### config.mk
export PLATFORM = sky130hd
export DESIGN_NAME = seven_segment_scanner
export DESIGN_NICKNAME = d
export VERILOG_FILES = /design/src/rtl/seven_segment_scanner.sv
export SDC_FILE = /design/constraint.sdc
export NUM_CORES = 1
export LEC_CHECK = 0
export CORE_ASPECT_RATIO = 1.4
export CORE_MARGIN = 2
export CORE_UTILIZATION = 62
export DETAILED_ROUTE_END_ITERATION = 10
export PLACE_DENSITY = 0.86
export SETUP_SLACK_MARGIN = 0.05
export SKIP_LAST_GASP = 1
export SYNTH_ARGS = -nofsm -noshare
export SYNTH_HDL_FRONTEND = slang
export SYNTH_SLANG_ARGS = --single-unit
### constraint.sdc
create_clock -name clock -period 9.6 [get_ports clock]
set_input_delay 1.92 -clock clock [delete_from_list [all_inputs] [get_ports clock]]
set_output_delay 1.92 -clock clock [all_outputs]
set_load 0.03 [all_outputs]
### src/rtl/seven_segment_scanner.sv
// Time-multiplexed seven-segment driver: scans DIGITS hex digits with decimal points,
// per-digit blanking, leading-zero suppression and PWM brightness on the anodes.
module seven_segment_scanner #(
  parameter int DIGITS      = 4,
  parameter int REFRESH_DIV = 100000,
  parameter int BRIGHT_BITS = 4,
  parameter bit ACTIVE_LOW  = 1'b1
) (
  input  logic                   clock,
  input  logic                   reset,
  input  logic [4*DIGITS-1:0]    value,
  input  logic [DIGITS-1:0]      decimal_point,
  input  logic [DIGITS-1:0]      blank,
  input  logic                   suppress_zeros,
  input  logic [BRIGHT_BITS-1:0] brightness,
  output logic [DIGITS-1:0]      anode,
  output logic [7:0]             cathode
);

  localparam int PW    = $clog2(REFRESH_DIV);
  localparam int IW    = (DIGITS > 1) ? $clog2(DIGITS) : 1;
  localparam int CMP_W = PW + BRIGHT_BITS + 1;

  localparam logic [PW-1:0]     PRESCALE_LAST = PW'(REFRESH_DIV - 1);
  localparam logic [IW-1:0]     INDEX_LAST    = IW'(DIGITS - 1);
  localparam logic [CMP_W-1:0]  DIV_W         = CMP_W'(REFRESH_DIV);
  localparam logic [DIGITS-1:0] ANODE_OFF     = {DIGITS{ACTIVE_LOW}};
  localparam logic [7:0]        CATHODE_OFF   = {8{ACTIVE_LOW}};

  function automatic logic [6:0] seg_decode(input logic [3:0] nib);
    logic [6:0] seg;
    case (nib)
      4'h0: seg = 7'h3F;
      4'h1: seg = 7'h06;
      4'h2: seg = 7'h5B;
      4'h3: seg = 7'h4F;
      4'h4: seg = 7'h66;
      4'h5: seg = 7'h6D;
      4'h6: seg = 7'h7D;
      4'h7: seg = 7'h07;
      4'h8: seg = 7'h7F;
      4'h9: seg = 7'h6F;
      4'hA: seg = 7'h77;
      4'hB: seg = 7'h7C;
      4'hC: seg = 7'h39;
      4'hD: seg = 7'h5E;
      4'hE: seg = 7'h79;
      default: seg = 7'h71;
    endcase
    return seg;
  endfunction

  logic [PW-1:0]          prescale_q, prescale_d;
  logic [IW-1:0]          index_q, index_d;
  logic [PW-1:0]          phase_q;
  logic                   snap_valid_q;
  logic [4*DIGITS-1:0]    snap_value_q;
  logic [DIGITS-1:0]      snap_dp_q;
  logic [DIGITS-1:0]      snap_blank_q;
  logic                   snap_supp_q;
  logic [IW-1:0]          snap_idx_q;
  logic [DIGITS-1:0]      anode_q, anode_d;
  logic [7:0]             cathode_q, cathode_d;

  logic [DIGITS-1:0]      zero_from;
  logic [3:0]             nibble;
  logic                   suppressed;
  logic                   digit_on;
  logic [7:0]             cath_h;
  logic [DIGITS-1:0]      anode_h;
  logic [CMP_W-1:0]       phase_scaled;
  logic [CMP_W-1:0]       duty_limit;

  always_comb begin
    prescale_d = prescale_q + PW'(1);
    index_d    = index_q;
    if (prescale_q == PRESCALE_LAST) begin
      prescale_d = '0;
      index_d    = (index_q == INDEX_LAST) ? '0 : index_q + IW'(1);
    end
  end

  // zero_from[i]: every nibble from the leftmost digit down to digit i is zero
  for (genvar gi = 0; gi < DIGITS; gi++) begin : g_zero
    assign zero_from[gi] = (snap_value_q[4*DIGITS-1:4*gi] == '0);
  end

  always_comb begin
    nibble     = snap_value_q[4*snap_idx_q +: 4];
    suppressed = snap_supp_q && (snap_idx_q != '0) && zero_from[snap_idx_q];
    digit_on   = 1'b0;
    cath_h     = 8'h00;
    if (snap_valid_q && !snap_blank_q[snap_idx_q]) begin
      if (suppressed) begin
        cath_h   = {snap_dp_q[snap_idx_q], 7'h00};
        digit_on = snap_dp_q[snap_idx_q];
      end else begin
        cath_h   = {snap_dp_q[snap_idx_q], seg_decode(nibble)};
        digit_on = 1'b1;
      end
    end
    // phase_q is the slot position of the cycle these registers will drive
    phase_scaled = CMP_W'(phase_q) << BRIGHT_BITS;
    duty_limit   = DIV_W * (CMP_W'(brightness) + CMP_W'(1));
    anode_h      = (digit_on && (phase_scaled < duty_limit)) ?
                   (DIGITS'(1) << snap_idx_q) : '0;
    anode_d      = anode_h ^ ANODE_OFF;
    cathode_d    = cath_h ^ CATHODE_OFF;
  end

  always_ff @(posedge clock) begin
    if (reset) begin
      prescale_q   <= '0;
      index_q      <= '0;
      phase_q      <= '0;
      snap_valid_q <= 1'b0;
      snap_value_q <= '0;
      snap_dp_q    <= '0;
      snap_blank_q <= '0;
      snap_supp_q  <= 1'b0;
      snap_idx_q   <= '0;
      anode_q      <= ANODE_OFF;
      cathode_q    <= CATHODE_OFF;
    end else begin
      prescale_q <= prescale_d;
      index_q    <= index_d;
      phase_q    <= prescale_q;
      if (prescale_q == '0) begin
        snap_valid_q <= 1'b1;
        snap_value_q <= value;
        snap_dp_q    <= decimal_point;
        snap_blank_q <= blank;
        snap_supp_q  <= suppress_zeros;
        snap_idx_q   <= index_q;
      end
      anode_q   <= anode_d;
      cathode_q <= cathode_d;
    end
  end

  assign anode   = anode_q;
  assign cathode = cathode_q;

endmodule

After elaboration in Yosys (flattened, before gate mapping) --
Memory sizes are Yosys's and may differ from the RTL's. Cells that the tools add are included.
Word-level totals: bits in writable memories 0, bits in read-only memories 112, register bits 76, output and inout bits 12, input port bits 31, latch bits 0, word-level logic and storage cells 48, memories 1
Cells by class: bitwise logic cells 2, $lt $le $gt $ge 2, divide/modulo/power cells 0, reductions and logical operators 12, equality and inequality tests 2, mux-type cells 12, multiply operators 1, shifts and indexed selects 2, add/sub/neg operators 3
Memory list:
- (name not given) | words 16, width 7, read ports 1, clocked after Yosys merged registers in 0, wr ports 0, line 32 | case (nib)
Operator list (number):
- < comparator 21 x 22 -> 1 bit | 1
- adder 17 x 1 -> 17 bit (second input constant) | 1
- equality test 17 bit (second input constant) | 1
- logical NOT 17 bit | 1
- multiplier 12 x 5 -> 17 bit (first input constant) | 1
- logical NOT 16 bit | 1
- indexed part select 16 x 5 -> 4 bit | 1
- logical NOT 12 bit | 1
- logical NOT 8 bit | 1
- two-way mux 8 bit | 1
- inverter 8 bit | 1
- two-way mux 7 bit | 1
- binary-select mux 1 bit (select 2 bit) | 3
- adder 4 x 1 -> 5 bit (second input constant) | 1
- two-way mux 1 bit | 5
- logical AND 1 bit | 4
- logical NOT 4 bit | 1
- two-way mux 4 bit | 1
- inverter 4 bit | 1
- left shift 1 x 2 -> 4 bit (first input constant) | 1
- < comparator 2 x 3 -> 1 bit (second input constant) | 1
- adder 2 x 1 -> 2 bit (second input constant) | 1
- equality test 2 bit (second input constant) | 1
- two-way mux 2 bit | 1
- other kinds (3) | 3

Logic depth before layout (Yosys ltp) --
Gate-level depths: netlist of the first run.
depth in word-level cells 9, gate-level depth with buffers 19

Worst setup path after synthesis of the first run --
OpenSTA, ideal clock, no wires.
path kind in2reg, from input brightness[0], to register anode_q[0] (netlist: anode[0]), setup slack 3.883 ns, path buffers 0, arrival 5.569 ns, cell stages on the path 17, cells stage by stage ha_1 > and3_1 > ha_1 > ha_1 > ha_1 > ha_1 > a21o_1 > a21oi_1 > nand2_1 > a21oi_1 > xor2_1 > ha_1 > a21o_1 > a21oi_1 > a21oi_1 > nor4_1 > a311oi_1
On the way: word-level cells in the longest chain between the ends 6
RTL lines:
- start, declared | line 15 | input logic [BRIGHT_BITS-1:0] brightness,
- adder 4 x 1 -> 5 bit | line 104 | duty_limit = DIV_W * (CMP_W'(brightness) + CMP_W'(1));
- multiplier 12 x 5 -> 17 bit | line 104
- < comparator 21 x 22 -> 1 bit | line 105 | anode_h = (digit_on && (phase_scaled < duty_limit)) ?
- logical AND 1 bit | line 105
- two-way mux 4 bit | line 105
- inverter 4 bit (no line)
- end signal, assigned | line 136 | anode_q <= anode_d;
- end, declared | line 62 | logic [DIGITS-1:0] anode_q, anode_d;
Every way passes these cells. A chain may end at the register's enable or synchronous reset.

Worst setup path in the final report of the first run --
Ends and elaborated chain as after synthesis.

==> flow_metrics.py, run 1 <==
metrics = {
    "placed_design": {
        "dpl_worst_slack_ns": 2.54,
        "place_hpwl_mm": 6.82,
        "gp_routability_congestion": 0.971,
        "port_buffers": 42,
    },
    "critical_path": {
        "rrSetupSlack_ns": 6.88,
        "reg2reg_depth": 6,
        "setup.worst_path.end": "anode[0]$_SDFF_PP1_",
        "startpoint_type": "primary input",
        "critPathCaptureType": "flop",
        "required_ns": 9.80,
        "crit_top_cell": "ha_1",
        "cp.depth": 19,
        "cpPeakStageDelay_ns": 0.64,
        "worstPathArrival_ns": 6.98,
        "cp_max_fo": 6,
        "crit_family": "adder cells",
        "worst-path-buf-inv": 1,
        "cp-startpoint": "brightness[0]",
        "cp_cell_sequence": "clkdlybuf4s50_1 -> ha_1 -> xor2_1 -> ha_1 -> xor2_1 -> ha_1 -> ha_1 -> ha_1 -> a21oi_1 -> o21ai_0 -> a21o_1 -> and3_1 -> a311oi_1 -> ha_1 -> nand4_1 -> nor3_1 -> o31a_1 -> nor4_1 -> a311oi_1",
        "slowest_stage": "clkdlybuf4s50_1",
        "critPathKind": "in2reg",
        "r2r_end": "cathode[3]$_SDFF_PP1_",
        "r2r_start": "snap_idx_q[0]$_SDFFE_PP0N_",
    },
    "grt": {
        "grt_pass1_vias": 3561,
        "antenna_found_initial": 0,
        "grt_use_total_pct": 24.5,
        "grt_first_pass_wirelength_mm": 15.2,
        "grt-ovfl-total": 0,
        "grt_max_degree": 49,
    },
    "floorplan": {
        "die_y_microns": 104,
        "core-area_sq_um": 6940,
        "io_pins": 43,
        "start_util_pct": 63.7,
        "dieArea_sq_um": 7830,
        "core.rowCount": 36,
        "die_x_microns": 75.3,
    },
    "synthesis": {
        "synth_warnings": 0,
        "synth_top_area_share_pct": 34.0,
        "synth_nets": 600,
        "yosysTopAreaCell": "dfxtp_1",
        "syn_inst": 512,
        "ys_async_sr_fraction_pct": 0,
        "synth_edf_count": 0,
        "ys.flop_type": "dfxtp_1",
        "synth-seq-cells": 75,
        "avgSynthCellArea_sq_um": 8.63,
        "synthTopCellsByArea": "dfxtp_1 34%, ha_1 16%, nand2_1 7.1%, a21oi_1 5.7%, xnor2_1 3.2%",
        "netlist_area_sq_um": 4420,
        "yosysUniqueCellTypes": 54,
        "yosysSeqAreaShare_pct": 34.0,
    },
    "timing": {
        "hold_viol_final": 0,
        "setup-violations-final": 0,
        "drv_slew": 0,
        "worst_pin_slew_ns": 0.852,
        "relSlewSlack_pct": 43.2,
        "skew_ns": 0.0101,
        "period_needed_ns": 6.78,
        "tns_ns": 0,
        "grt_setup_unrepaired": "false",
        "clock.fmax_mhz": 148,
        "setup_slack_ns": 2.82,
        "period_share_pct": 70.6,
    },
    "final_layout": {
        "drive_gt1_share_pct": 5.59,
        "fillCellCount": 525,
        "antenna_cells": 0,
        "postLayoutCoreUtil_pct": 73.5,
        "finalNetCount": 638,
        "area_delta_synth_final_pct": 15.3,
    },
    "routing": {
        "post_drt_wl_per_cell_microns": 13.7,
        "vias": 3699,
        "firstDrtPassIters": 4,
        "ant_nets": 0,
        "drtIter0Drc": 193,
        "vias_per_cell": 5.69,
        "wl_mm": 8.88,
        "drc": 0,
    },
    "power": {
        "ir_drop_uv": 123,
        "seq_power_share_pct": 42.6,
        "internal_power_w": 0.000550,
        "clockPowerShare_pct": 30.6,
        "leakagePower_nw": 2.13,
        "power_frac_comb_pct": 26.8,
        "switching_share_pct": 30.0,
        "powerDensity_nw_per_um2": 154,
        "switchingPower_w": 0.000236,
    },
    "cts": {
        "cts_hold_buf": 0,
        "cts_tree": "built",
        "clkTransAtPathRegs_ns": 0.07,
        "cts-htree-levels": 3,
        "cts_root_buf": "clkbuf_8",
        "cts-resized-gates": 0,
        "clk_latency_ns": 0.35,
        "clockBufferDepth": 2,
        "postCtsSetupRepairBufs": 0,
        "numCtsBuffers": 9,
        "clock-sinks": 75,
    },
    "hold_path": {
        "min_path_type": "reg2reg",
    },
    "run": {
        "maxCapViolations": 0,
    },
    "outcome": {
        "outcome": "completed",
    },
}
==> worst min path at each step <==
stage / from / end / slack, ns / cells past startpoint
after floorplan: snap_value_q[0]$_SDFFE_PP0N_ / snap_value_q[0]$_SDFFE_PP0N_ / 0.43 / 2
after global placement: snap_dp_q[1]$_SDFFE_PP0N_ / snap_dp_q[1]$_SDFFE_PP0N_ / 0.44 / 2
after detailed placement: snap_value_q[1]$_SDFFE_PP0N_ / snap_value_q[1]$_SDFFE_PP0N_ / 0.45 / 2
after CTS: snap_blank_q[1]$_SDFFE_PP0N_ / snap_blank_q[1]$_SDFFE_PP0N_ / 0.46 / 2
after global routing: snap_dp_q[2]$_SDFFE_PP0N_ / snap_dp_q[2]$_SDFFE_PP0N_ / 0.49 / 2
final: snap_blank_q[1]$_SDFFE_PP0N_ / snap_blank_q[1]$_SDFFE_PP0N_ / 0.46 / 2
==> synthesized netlist by cell type (all sizes together) (10+ instances only) <==
cell type / instances
nand2: 83
dfxtp: 75
ha: 56
a21oi: 50
nor2: 34
inv: 26
nor2b: 21
xnor2: 16
xor2: 15
nand3: 14
nor4: 13
nor3: 10
==> cell families after synthesis <==
group,count (synthesis),synth area share (%)
AOI/OAI and AO/OA,92,13.1
xor gates and xnor gates,31,6.15
adders and majority gates,57,16.3
buffers and inverters,43,4.02
DFF,75,34.0
muxes,10,4.08
and+or+nand+nor,204,22.3
==> area by class of cell <==
cell class	instances	area, sq um	area share, %
sequential	75	1500	29.5
multi-input combinational	394	2740	53.7
inverter	26	97.6	1.92
timing repair buffer	44	435	8.54
clock inverter	4	48.8	0.958
clock buffer	12	155	3.04
tap	95	119	2.33
==> worst register-to-register path, stage by stage, from the launching register on <==
cell and delay, ns:
dfxtp_1 0.80, mux4_1 0.73, inv_1 0.15, ha_1 0.15, inv_1 0.04, mux4_2 0.43
or3_1 0.31
==> power groups by stage <==
stage                     logic [W]  registers (W)  clock network, W
after CTS                  0.000210       0.000335          0.000248
final                      0.000211       0.000335          0.000241
after global routing       0.000235       0.000337          0.000261
after floorplan            0.000147       0.000345                 0
after detailed placement   0.000208       0.000342                 0
after global placement     0.000199       0.000341                 0
==> layout by cell type, fill, tap and decap left out, drive strengths merged, types with 3 or more instances in the layout <==
cell type	count
o221ai	4
xor2	15
a2111oi	3
nand3	14
dfxtp	75
clkinv	3
clkbuf	12
nor3	10
nand3b	3
ha	56
nor2	34
nor2b	21
or3	3
a21oi	50
mux4	6
and3	6
mux2i	3
o21ai	8
nand4	4
a211oi	4
xnor2	16
nand2	83
nor4	13
clkdlybuf4s50	42
or2	3
a21o	7
inv	26
==> stage by stage <==
step | hold WS (ns) | total power [W] | cells | cell area [sq um]
final | 0.457 | 0.000786 | 650 | 5100
after global routing | 0.485 | 0.000833 | 650 | 5100
after CTS | 0.460 | 0.000792 | 650 | 5100
after detailed placement | 0.449 | 0.000550 | 634 | 4890
after global placement | 0.436 | 0.000540 | 634 | 4890
after floorplan | 0.428 | 0.000493 | 512 | 4420
==> flip-flops by register name, indices dropped and copies added, names as in the netlist, 4 cells and up <==
register	count
snap_value_q	16
snap_dp_q	4
snap_blank_q	4
phase_q	16
anode	4
cathode	8
prescale_q	17
==> routing by layer <==
metal | vias to the layer above | part of all wire, % | GRT usage, %
met5 | - | 0 | 0
met4 | 0 | 3.1 | 10.3
met3 | 23 | 3.8 | 5.04
met2 | 95 | 51 | 41.1
met1 | 1712 | 42 | 29.6
li1 | 1869 | - | -
(Power assumes the default switching activity.)
==> inputs of run 2 (changes only) <==
--- a/config.mk
+++ b/config.mk
@@ -7,9 +7,9 @@
 export LEC_CHECK = 0
 export CORE_ASPECT_RATIO = 1.4
 export CORE_MARGIN = 2
-export CORE_UTILIZATION = 62
+export CORE_UTILIZATION = 58
 export DETAILED_ROUTE_END_ITERATION = 10
-export PLACE_DENSITY = 0.86
+export PLACE_DENSITY = 0.81
 export SETUP_SLACK_MARGIN = 0.05
 export SKIP_LAST_GASP = 1
 export SYNTH_ARGS = -nofsm -noshare
==> constraint.sdc (replaced) <==
create_clock -name clock -period 6.9 [get_ports clock]
set_input_delay 1.38 -clock clock [delete_from_list [all_inputs] [get_ports clock]]
set_output_delay 1.38 -clock clock [all_outputs]
set_load 0.03 [all_outputs]
==> run 2 against run 1 <==
Effect of this change: first-iteration DRC count shrank 4.7%; worst hold slack got worse by 0.0051 ns; sequential share of layout area up 0.065 points; critical path depth unchanged; clock skew about the same; power increased by 36%; global-route usage down 0.87 points; clock power up 29%.
==> flow_metrics.py, run 2 (synthesized netlist as in run 1, its figures left out) <==
metrics = {
    "critical_path": {
        "critPathKind": "in2reg",
        "cpPeakStageDelay_ns": 0.62,
        "cp_max_fo": 6,
        "crit_top_cell": "ha_1",
        "startpoint_type": "primary input",
        "crit_family": "adder cells",
        "slowest_stage": "clkdlybuf4s50_1",
        "r2r_start": "snap_idx_q[0]$_SDFFE_PP0N_",
        "critPathCaptureType": "flop",
        "cp-startpoint": "brightness[0]",
        "required_ns": 7.10,
        "cp_cell_sequence": "clkdlybuf4s50_1 -> ha_1 -> xor2_1 -> ha_1 -> xor2_1 -> ha_1 -> ha_1 -> ha_1 -> a21oi_1 -> o21ai_0 -> a21o_1 -> a31oi_1 -> xor2_1 -> ha_1 -> nand3_1 -> o21ba_2 -> a21oi_1 -> nor4_1 -> a311oi_1",
        "worst-path-buf-inv": 1,
        "worstPathArrival_ns": 6.37,
    },
    "timing": {
        "period_needed_ns": 6.17,
        "worst_pin_slew_ns": 0.880,
        "clock.fmax_mhz": 162,
        "relSlewSlack_pct": 41.3,
        "setup-violations-final": 0,
        "hold_viol_final": 0,
        "period_share_pct": 89.4,
        "grt_setup_unrepaired": "false",
        "drv_slew": 0,
        "skew_ns": 0.0104,
        "tns_ns": 0,
    },
    "cts": {
        "cts_tree": "built",
        "cts-htree-levels": 3,
        "cts_root_buf": "clkbuf_8",
        "clockBufferDepth": 2,
        "numCtsBuffers": 9,
        "clock-sinks": 75,
        "clk_latency_ns": 0.35,
        "cts-resized-gates": 0,
        "clkTransAtPathRegs_ns": 0.08,
        "postCtsSetupRepairBufs": 0,
        "cts_hold_buf": 0,
    },
    "grt": {
        "grt_pass1_vias": 3674,
        "grt_first_pass_wirelength_mm": 15.9,
        "grt_max_degree": 49,
        "grt-ovfl-total": 0,
        "antenna_found_initial": 0,
        "grt_use_total_pct": 23.7,
    },
    "final_layout": {
        "area_delta_synth_final_pct": 15.1,
        "layout.cells.most_common": "nand2_1",
        "finalNetCount": 638,
        "layout_common_cells": "83 x nand2_1, 75 x dfxtp_1, 56 x ha_1",
        "final_area_sq_um": 5080,
        "reg.largest.list": "prescale_q (17), phase_q (16), snap_value_q (16)",
        "largest_reg_flops": 17,
        "antenna_cells": 0,
        "top_register": "prescale_q",
        "drive_gt1_share_pct": 5.59,
    },
    "placed_design": {
        "gp_routability_congestion": 0.914,
        "place_hpwl_mm": 7.02,
        "port_buffers": 42,
        "post_dp_cell_area_sq_um": 4890,
    },
    "routing": {
        "drc": 0,
        "vias_per_cell": 5.68,
        "ant_nets": 0,
        "drtIter0Drc": 184,
        "firstDrtPassIters": 5,
        "post_drt_wl_per_cell_microns": 14.1,
        "vias": 3706,
        "wl_mm": 9.21,
    },
    "floorplan": {
        "core-area_sq_um": 7360,
        "start_util_pct": 60.0,
        "io_pins": 43,
        "core.rowCount": 37,
        "dieArea_sq_um": 8340,
        "die_x_microns": 77.8,
        "die_y_microns": 107,
    },
    "hold_path": {
        "min_path_type": "reg2reg",
        "hp-start": "snap_dp_q[2]$_SDFFE_PP0N_",
    },
    "run": {
        "maxCapViolations": 0,
    },
    "power": {
        "leakagePower_nw": 2.12,
        "powerDensity_nw_per_um2": 211,
        "ir_drop_uv": 129,
    },
    "outcome": {
        "outcome": "completed",
    },
}
run 2: changes by cell type in the layout (fill, tap and decap cells not counted), sizes merged:
cell / previous run / this run
clkinv: 3 / 2
clkbuf: 12 / 13
bufinv: 1 / 0
clkinvlp: 0 / 1
run 2: final cells by class:
cell class | count | area (sq um)
Clock buffer | 13 | 169
Clock inverter | 3 | 21.3
Fill cell | 594 | 2280
Inverter | 26 | 97.6
Multi-Input combinational cell | 394 | 2740
Sequential cell | 75 | 1500
Tap cell | 97 | 121
Timing Repair Buffer | 44 | 435
run 2: path summary, 6_finish.rpt:
path	endpoint	slack, ns	depth (start not counted)
setup / recovery	anode[0]$_SDFF_PP1_	0.73	19
hold / removal	snap_dp_q[2]$_SDFFE_PP0N_	0.45	2
setup reg to reg	cathode[3]$_SDFF_PP1_	4.12	6
hold reg to reg	snap_dp_q[2]$_SDFFE_PP0N_	0.45	2
run 2: per-stage QoR:
| stage | setup slack (ns) | util [%] | total power (W) | instances | hold slack (ns) |
|---|---|---|---|---|---|
| final | 0.733 | 69.1 | 0.00107 | 652 | 0.452 |
| after global routing | 0.324 | 69.1 | 0.00114 | 652 | 0.474 |
| after CTS | 0.777 | 69.1 | 0.00108 | 652 | 0.454 |
| after detailed placement | 0.419 | 66.5 | 0.000766 | 636 | 0.443 |
| after global placement | 0.747 | 66.5 | 0.000753 | 636 | 0.435 |
| after floorplan | 1.72 | - | 0.000685 | 512 | 0.428 |
run 2: worst reg2reg max path: stages (launching register included):
cell	delay, ns
dfxtp_1	0.82
mux4_1	0.75
inv_1	0.15
ha_1	0.16
inv_1	0.04
mux4_2	0.44
or3_1	0.31
run 2: routing by layer:
metal	share of wire, %	routed length [microns]	up-vias	GRT usage (%)
met5	0	0	-	0
met3	3.6	328	27	5.45
met1	42	3900	1719	27.6
met4	3.8	346	0	13.3
met2	50	4630	93	39.8
li1	-	-	1867	-
run 2: where the power goes:
group          leakage (nW)  switching, W  internal (W)
logic                  1.42      0.000168      0.000126
registers             0.611     0.0000122      0.000454
clock network        0.0956      0.000152      0.000160
